`src/rtl/strokie_arbiter.sv`:
```
// strokie_arbiter: two-requester round-robin arbiter and sequencer for the
// shared strokie FP unit. It grants one requester, issues a one-cycle start,
// waits for the unit (bounded by a watchdog) and returns the result over a
// per-requester valid/ready response channel. One operation is in flight.

// Per-requester response holding register: loads on completion, drops on handshake.
module strokie_arb_rsp (
    input  logic        CLK,
    input  logic        RESET,
    input  logic        i_load,
    input  logic [31:0] i_result,
    input  logic [4:0]  i_flags,
    input  logic        i_timeout,
    input  logic        i_ready,
    output logic        o_valid,
    output logic [31:0] o_result,
    output logic [4:0]  o_flags,
    output logic        o_timeout
);

    // Valid rises on load and falls on the consuming handshake; data holds meanwhile.
    always_ff @(posedge CLK) begin
        if (RESET) begin
            o_valid   <= 1'b0;
            o_result  <= '0;
            o_flags   <= '0;
            o_timeout <= 1'b0;
        end else if (i_load) begin
            o_valid   <= 1'b1;
            o_result  <= i_result;
            o_flags   <= i_flags;
            o_timeout <= i_timeout;
        end else if (o_valid && i_ready) begin
            o_valid   <= 1'b0;
        end
    end

endmodule

module strokie_arbiter #(
    parameter int TIMEOUT_CYCLES = 64
) (
    input  logic        CLK,
    input  logic        RESET,

    input  logic        R0_REQ_VALID,
    output logic        R0_REQ_READY,
    input  logic [31:0] R0_OP_A,
    input  logic [31:0] R0_OP_B,
    input  logic [2:0]  R0_OP_CODE,
    input  logic        R0_MODE_FP,
    input  logic        R0_ROUND_MODE,
    output logic        R0_RSP_VALID,
    input  logic        R0_RSP_READY,
    output logic [31:0] R0_RSP_RESULT,
    output logic [4:0]  R0_RSP_FLAGS,
    output logic        R0_RSP_TIMEOUT,

    input  logic        R1_REQ_VALID,
    output logic        R1_REQ_READY,
    input  logic [31:0] R1_OP_A,
    input  logic [31:0] R1_OP_B,
    input  logic [2:0]  R1_OP_CODE,
    input  logic        R1_MODE_FP,
    input  logic        R1_ROUND_MODE,
    output logic        R1_RSP_VALID,
    input  logic        R1_RSP_READY,
    output logic [31:0] R1_RSP_RESULT,
    output logic [4:0]  R1_RSP_FLAGS,
    output logic        R1_RSP_TIMEOUT,

    output logic [31:0] U_OP_A,
    output logic [31:0] U_OP_B,
    output logic [2:0]  U_OP_CODE,
    output logic        U_MODE_FP,
    output logic        U_ROUND_MODE,
    output logic        U_START,
    input  logic [31:0] U_RESULT,
    input  logic [4:0]  U_FLAGS,
    input  logic        U_VALID_OUT,

    output logic        BUSY
);

    localparam int CW = $clog2(TIMEOUT_CYCLES + 1);

    typedef enum logic [1:0] {ST_IDLE, ST_ISSUE, ST_WAIT, ST_RESP} state_t;

    state_t          r_state, w_next;
    logic            r_last_grant;
    logic            r_grant;
    logic [CW-1:0]   r_cnt;

    logic            w_gnt;
    logic            w_accept;
    logic            w_active;
    logic            w_done;
    logic            w_tmo;
    logic            w_rsp_hs;
    logic [1:0]      w_rsp_ready;
    logic [1:0]      w_load;
    logic [31:0]     w_fin_result;
    logic [4:0]      w_fin_flags;

    logic [1:0]           w_rsp_valid;
    logic [1:0][31:0]     w_rsp_result;
    logic [1:0][4:0]      w_rsp_flags;
    logic [1:0]           w_rsp_timeout;

    assign w_rsp_ready = {R1_RSP_READY, R0_RSP_READY};
    assign w_accept    = (r_state == ST_IDLE) && (R0_REQ_VALID || R1_REQ_VALID);
    assign w_active    = (r_state == ST_ISSUE) || (r_state == ST_WAIT);
    assign w_done      = w_active && U_VALID_OUT;
    // A completion on the watchdog's last cycle takes priority over the abort.
    assign w_tmo       = w_active && !U_VALID_OUT && (r_cnt == CW'(TIMEOUT_CYCLES - 1));
    assign w_rsp_hs    = (r_state == ST_RESP) && w_rsp_ready[r_grant];

    assign R0_REQ_READY = w_accept && !w_gnt;
    assign R1_REQ_READY = w_accept &&  w_gnt;

    // Round-robin pick: a lone requester wins, a contest goes to the one not served last.
    always_comb begin
        w_gnt = 1'b0;
        if (R0_REQ_VALID && R1_REQ_VALID) w_gnt = ~r_last_grant;
        else if (R1_REQ_VALID)            w_gnt = 1'b1;
    end

    // Next-state logic for the single-operation sequencer.
    always_comb begin
        w_next = r_state;
        case (r_state)
            ST_IDLE:          if (w_accept) w_next = ST_ISSUE;
            ST_ISSUE, ST_WAIT: w_next = (w_done || w_tmo) ? ST_RESP : ST_WAIT;
            ST_RESP:          if (w_rsp_hs) w_next = ST_IDLE;
            default:          w_next = ST_IDLE;
        endcase
    end

    // State register.
    always_ff @(posedge CLK) begin
        if (RESET) r_state <= ST_IDLE;
        else       r_state <= w_next;
    end

    // Unit drive, watchdog counter and grant bookkeeping.
    always_ff @(posedge CLK) begin
        if (RESET) begin
            U_OP_A       <= '0;
            U_OP_B       <= '0;
            U_OP_CODE    <= '0;
            U_MODE_FP    <= 1'b0;
            U_ROUND_MODE <= 1'b0;
            U_START      <= 1'b0;
            BUSY         <= 1'b0;
            r_last_grant <= 1'b1;
            r_grant      <= 1'b0;
            r_cnt        <= '0;
        end else begin
            U_START <= w_accept;
            BUSY    <= (w_next != ST_IDLE);
            if (w_accept) begin
                U_OP_A       <= w_gnt ? R1_OP_A       : R0_OP_A;
                U_OP_B       <= w_gnt ? R1_OP_B       : R0_OP_B;
                U_OP_CODE    <= w_gnt ? R1_OP_CODE    : R0_OP_CODE;
                U_MODE_FP    <= w_gnt ? R1_MODE_FP    : R0_MODE_FP;
                U_ROUND_MODE <= w_gnt ? R1_ROUND_MODE : R0_ROUND_MODE;
                r_grant      <= w_gnt;
                r_cnt        <= '0;
            end else if (w_active) begin
                r_cnt <= r_cnt + CW'(1);
            end
            if (w_rsp_hs) r_last_grant <= r_grant;
        end
    end

    // Route the finished operation (or the abort) to the granted requester's slot.
    always_comb begin
        w_load       = '0;
        w_fin_result = w_done ? U_RESULT : '0;
        w_fin_flags  = w_done ? U_FLAGS  : '0;
        if (w_done || w_tmo) w_load[r_grant] = 1'b1;
    end

    for (genvar n = 0; n < 2; n++) begin : g_rsp
        strokie_arb_rsp u_rsp (
            .CLK       (CLK),
            .RESET     (RESET),
            .i_load    (w_load[n]),
            .i_result  (w_fin_result),
            .i_flags   (w_fin_flags),
            .i_timeout (!w_done),
            .i_ready   (w_rsp_ready[n]),
            .o_valid   (w_rsp_valid[n]),
            .o_result  (w_rsp_result[n]),
            .o_flags   (w_rsp_flags[n]),
            .o_timeout (w_rsp_timeout[n])
        );
    end

    assign R0_RSP_VALID   = w_rsp_valid[0];
    assign R0_RSP_RESULT  = w_rsp_result[0];
    assign R0_RSP_FLAGS   = w_rsp_flags[0];
    assign R0_RSP_TIMEOUT = w_rsp_timeout[0];
    assign R1_RSP_VALID   = w_rsp_valid[1];
    assign R1_RSP_RESULT  = w_rsp_result[1];
    assign R1_RSP_FLAGS   = w_rsp_flags[1];
    assign R1_RSP_TIMEOUT = w_rsp_timeout[1];

endmodule

```
`config.mk`:
```
export PLATFORM = sky130hd
export DESIGN_NAME = strokie_arbiter
export DESIGN_NICKNAME = d
export VERILOG_FILES = /design/src/rtl/strokie_arbiter.sv
export SDC_FILE = /design/constraint.sdc
export NUM_CORES = 1
export LEC_CHECK = 0
export ABC_AREA = 1
export BUFFER_PORTS_ARGS = -buffer_cell sky130_fd_sc_hd__buf_4
export CORE_AREA = 8 8 100 170
export DETAILED_ROUTE_END_ITERATION = 8
export DIE_AREA = 0 0 108 178
export PLACE_DENSITY = 0.78
export SYNTH_ARGS = -nofsm -noshare
export SYNTH_HDL_FRONTEND = slang
export SYNTH_SLANG_ARGS = --single-unit
```
`constraint.sdc`:
```
create_clock -name CLK -period 4.7 [get_ports CLK]
set_clock_uncertainty 0.05 [all_clocks]
set_input_delay 0.705 -clock CLK [delete_from_list [all_inputs] [get_ports CLK]]
set_output_delay 0.705 -clock CLK [all_outputs]
set_load 0.005 [all_outputs]
```
Word level (Yosys, flattened, before mapping). Cells that the tools add are included.

Add/subtract/negate cells: 1. Multipliers: 0. Divide/modulo/power cells: 0. Magnitude comparators: 2. Equality and inequality tests: 4. Shifts and indexed selects: 0. Mux-type cells: 22. Bitwise gates (word level): 1. Reductions and logical operators: 23.

Operator list (count): two-way mux 32 bit (3); two-way mux 1 bit (12); logical AND 1 bit (11); adder 7 x 1 -> 7 bit, second input constant (1); equality test 7 x 6 -> 1 bit, second input constant (1); two-way mux 2 bit (3); case mux 2 bit (3 select lines) (1); nonzero test 2 bit (3); two-way mux 5 bit (1); equality test 2 bit, second input constant (2); OR reduction 2 bit (2); zero test 1 bit (3); logical OR 1 bit (3); two-way mux 3 bit (1); equality test 2 x 1 -> 1 bit, second input constant (1); zero test 2 bit (1); less-than comparator 1 x 2 -> 1 bit, second input constant (1); demux 1 bit (select 1 bit) (1); >= comparator 1 bit, second input constant (1); NOT 1 bit (1).

Flip-flop bits (word level): 160. Bits in latches: 0. RAM bits: 0. Bits in read-only memories: 0. Input bits: 182. Word-level logic and storage cells: 72. Memories kept: 0.

Logic depth before layout (Yosys ltp).
Depth after elaboration: 8. Mapped depth: 12. Depth with buffers taken out: 9.

Modules after synthesis. A second synthesis with hierarchy kept.

Cell total of the unflattened synthesis: 880. Area, all modules: 6446.2 um^2.

By module, submodules not included: strokie_arbiter (times used 1, cells an instance 540, area an instance 3721.1 um^2, sequential area each 1641.6 um^2); strokie_arb_rsp (times used 2, cells an instance 170, area an instance 1362.6 um^2, sequential area each 780.7 um^2).

Worst setup path before layout. OpenSTA, ideal clock, no wires.

Kind: input-to-output. Start point: input port R1_REQ_VALID. End point: output port R0_REQ_READY. Data arrival time: 1328 ps. Required time: 3945 ps. Slack: 2617 ps. Stages on the path: 5. Buffers on the path: 2. Cells stage by stage: nor2_1 -> nor2_2 -> and2_1 -> buf_6 -> buf_6.

Longest elaborated chain between the ends: 4. Elaborated cells on any way between the ends: 7. Classes of those cells: mux: 2; reduce/logical: 5.

RTL lines: from (decl) (line 59) `input logic R1_REQ_VALID,`; two-way mux 1 bit / logical AND 1 bit (equally long branches) (line 125, 124); two-way mux 1 bit (line 124) `if (R0_REQ_VALID && R1_REQ_VALID) w_gnt = ~r_last_grant;`; zero test 1 bit (line 118) `assign R0_REQ_READY = w_accept && !w_gnt;`; logical AND 1 bit * (line 118); to (decl) (line 47) `output logic R0_REQ_READY,`.

Every way passes the cells marked *; elsewhere a longest branch is shown, timed or not.

Final worst setup path.
Start point: register r_state[0]. End point: register g_rsp[1].u_rsp.o_result[3].

Longest elaborated chain between the ends: 6. Elaborated cells on any way between the ends: 9. Classes of those cells: eq/ne: 2; mux: 2; reduce/logical: 5.

RTL lines: from (decl) (line 89) `state_t r_state, w_next;`; from (signal assigned) (line 142) `else r_state <= w_next;`; equality test 2 x 1 -> 1 bit / equality test 2 bit (equally long branches) (line 112) `assign w_active = (r_state == ST_ISSUE) || (r_state == ST_WAIT);`; logical OR 1 bit * (line 112); via w_active (line 96) `logic w_active;`; logical AND 1 bit (2 in series) (line 115) `assign w_tmo = w_active && !U_VALID_OUT && (r_cnt == CW'(TIMEOUT_CYCLES - 1));`; logical OR 1 bit (line 181) `if (w_done || w_tmo) w_load[r_grant] = 1'b1;`; two-way mux 2 bit (line 181); to (signal assigned) (line 30) `o_result <= i_result;`; to (decl) (line 16) `output logic [31:0] o_result,`.

The timed path passes the listed nets; every way through them passes the cells marked *. A chain may end at the register's enable or synchronous reset.

==> impl_metrics.toml <==
[flow_run]
max-cap-violations = 0

[routing]
met2_length_um = 11400
via_per_inst = 4.90
routedWlPerCell_um = 16.1
firstDrtPassIters = 4
vias = 6698
wl_um = 22000
route.met3.wl_um = 2030
top_layer = "met4"
drtIter0Drc = 320
ant_nets = 0
drc = 0
wl_met1_um = 8110

[sta]
max_freq_mhz = 371
holdWs_ns = 0.404
min_period_ns = 2.69
fin_crit_sh_pct = 57.3
final_hold_viol_count = 0
tightest_slew_ns = 0.834
drv_slew = 0
maxSlewHeadroom_pct = 44.2
finalWorstSetupSlack_ns = 2.01
rsz0062_at_grt = "no"
final-setup-viol-count = 0
finalSetupTns_ns = 0

[die]
dieWidth_um = 108
core_region_area_sq_um = 14700
start_util_pct = 44.0
ioPinCount = 333
dieArea_sq_um = 19200
die_h_um = 178
rows = 59

[placement]
dp_hpwl_um = 16400
place_ws_ns = 2.00
post_dp_cell_area_sq_um = 8880
finalWeightedCongestion = 0.839
dp.cells = 1337
port_buffers = 332

[synth]
synth_edf_count = 0
synth.net_count = 1060
synth_area_sq_um = 6470
ys_seq_area_share_pct = 49.5
syn_inst = 875
yosys.area.top_type = "dfxtp_1"
syn_area_per_cell_sq_um = 7.39
yosysWarningCount = 0
async_flop_share_pct = 0
synth_common_cells = "367 x nand2_1, 160 x dfxtp_1, 71 x a21oi_1"
synth-seq-cells = 160
synth_most_common_cell = "nand2_1"
synth_flop_cell = "dfxtp_1"
yosys-top-cells-area = "dfxtp_1 50%, nand2_1 21%, a31oi_1 6.8%, a21oi_1 5.5%, inv_1 2.7%"
synth_top_area_share_pct = 49.5
yosys.cell_types.count = 28

[cells_and_area]
final_cells = 1368
diodes = 0
fin_area_sq_um = 9450
finish.utilization_pct = 64.3
drive_gt1_share_pct = 34.0
nets = 1358
syn_to_final_growth_pct = 46.0

[global_route]
antenna_found_initial = 0
grt_max_degree = 64
grt_overflow = 0
grt_pass1_wl_um = 34300
globalRouteTotalUtil_pct = 22.5
grt_pass1_vias = 6779

[worst_hold_path]
hold_path_class = "reg2reg"
hold_path_depth = 2

[critical_path]
end_kind = "flip-flop"
worstPathRequired_ns = 4.99
path_class = "reg2reg"
arrival_ns = 2.98
r2r_cells = 7
crit_path_max_fanout = 39
startpoint_type = "flip-flop"

[clock_network]
post_cts_buffers = 0
numCtsBuffers = 17
clock-sinks = 160
cts_tree = "done"
htreeDepth = 4
cts.reportedPaths.clkPinSlew_ns = 0.06
cts_resized = 0
cts-root-buf = "clkbuf_16"
clk-insertion-delay-late_ns = 0.41
cts_hold_buf = 0
clock_path_buffers = 2

[power]
power.total_mw = 3.59
powerDensity_nw_per_um2 = 381
irDropWorstVdd_mv = 0.226
power.static_leakage_nw = 4.26

[status]
status = "finished clean"
==> registers in the layout, indices dropped and copies added (netlist names) <==
name,flops
r_state,2
U_OP_B,32
U_ROUND_MODE,1
U_MODE_FP,1
g_rsp.u_rsp.o_flags,10
g_rsp.u_rsp.o_timeout,2
g_rsp.u_rsp.o_result,64
BUSY,1
U_OP_A,32
U_START,1
r_cnt,7
g_rsp.u_rsp.o_valid,2
r_grant,1
U_OP_CODE,3
r_last_grant,1
==> per-layer routing <==
layer,GRT usage [%],vias to the layer above
met2,39.7,253
li1,-,3391
met5,0,-
met4,7.62,0
met1,23.8,3020
met3,8.36,34
==> worst max-delay path, cell delays in order, from the launching register on <==
cell and delay (ns):
dfxtp_1 0.35, inv_1 0.07, ha_1 0.41, nand2_2 0.62, nand2_2 0.17, nand2_2 0.65
nand2_1 0.13, a21oi_1 0.16
==> power by group <==
part / switching [mW] / total (mW) / internal (mW)
logic: 0.388 / 0.727 / 0.339
clock network: 0.580 / 1.33 / 0.750
registers: 0.0631 / 1.54 / 1.47
total: 1.03 / 3.59 / 2.56
==> layout by cell type, fill, tap and decap left out <==
cell        netlist  routed
a21oi_1          71      71
a21oi_2          10      10
a31oi_1          70      70
and2_2            0       1
buf_4             1     338
bufinv_16         0       1
clkbuf_16         0      17
clkbuf_8          0       1
clkinv_2          0       1
clkinv_4          0       1
clkinvlp_4        0       5
dfxtp_1         160     160
ha_1              3       3
inv_1            47      47
inv_2             4       4
inv_6             0       4
inv_8             0       1
nand2_1         367     367
nand2_2          14      14
nand3_1           9       9
nand3_2           1       1
nand4_1           2       2
nor2_1           42      42
nor2_2            3       3
nor2_4            1       1
nor3_1            2       2
nor3b_1           3       3
o211ai_1          1       1
o21ai_0           3       3
o21bai_1          1       1
xor2_1            1       1
==> worst paths after layout <==
kind	start	to	slack, ns
hold reg to reg	g_rsp[0].u_rsp.o_timeout	g_rsp[0].u_rsp.o_timeout	0.40
setup reg to reg	r_state[0]	g_rsp[1].u_rsp.o_result[3]	2.01
hold / removal	g_rsp[0].u_rsp.o_timeout	g_rsp[0].u_rsp.o_timeout	0.40
setup / recovery	r_state[0]	g_rsp[1].u_rsp.o_result[3]	2.01
==> area by class of cell <==
class                   count  area, sq um
well taps                 183          229
clock buffers              18          439
clock inverters            13          128
inverters                  51          191
multi-input cells         605         2720
flip-flops and latches    160         3200
repair buffers            338         2540
fillers                  1294         5250
==> kinds of logic after synthesis <==
family,after synthesis,synth area share [%]
buffers and inverters,110,8.51
XOR/XNOR,1,0.135
adder cells (fa/ha/maj),3,0.580
AND/OR/NAND/NOR,445,27.2
AO/OA/AOI/OAI,156,14.1
flip-flops,160,49.5
(Power assumes the default switching activity.)
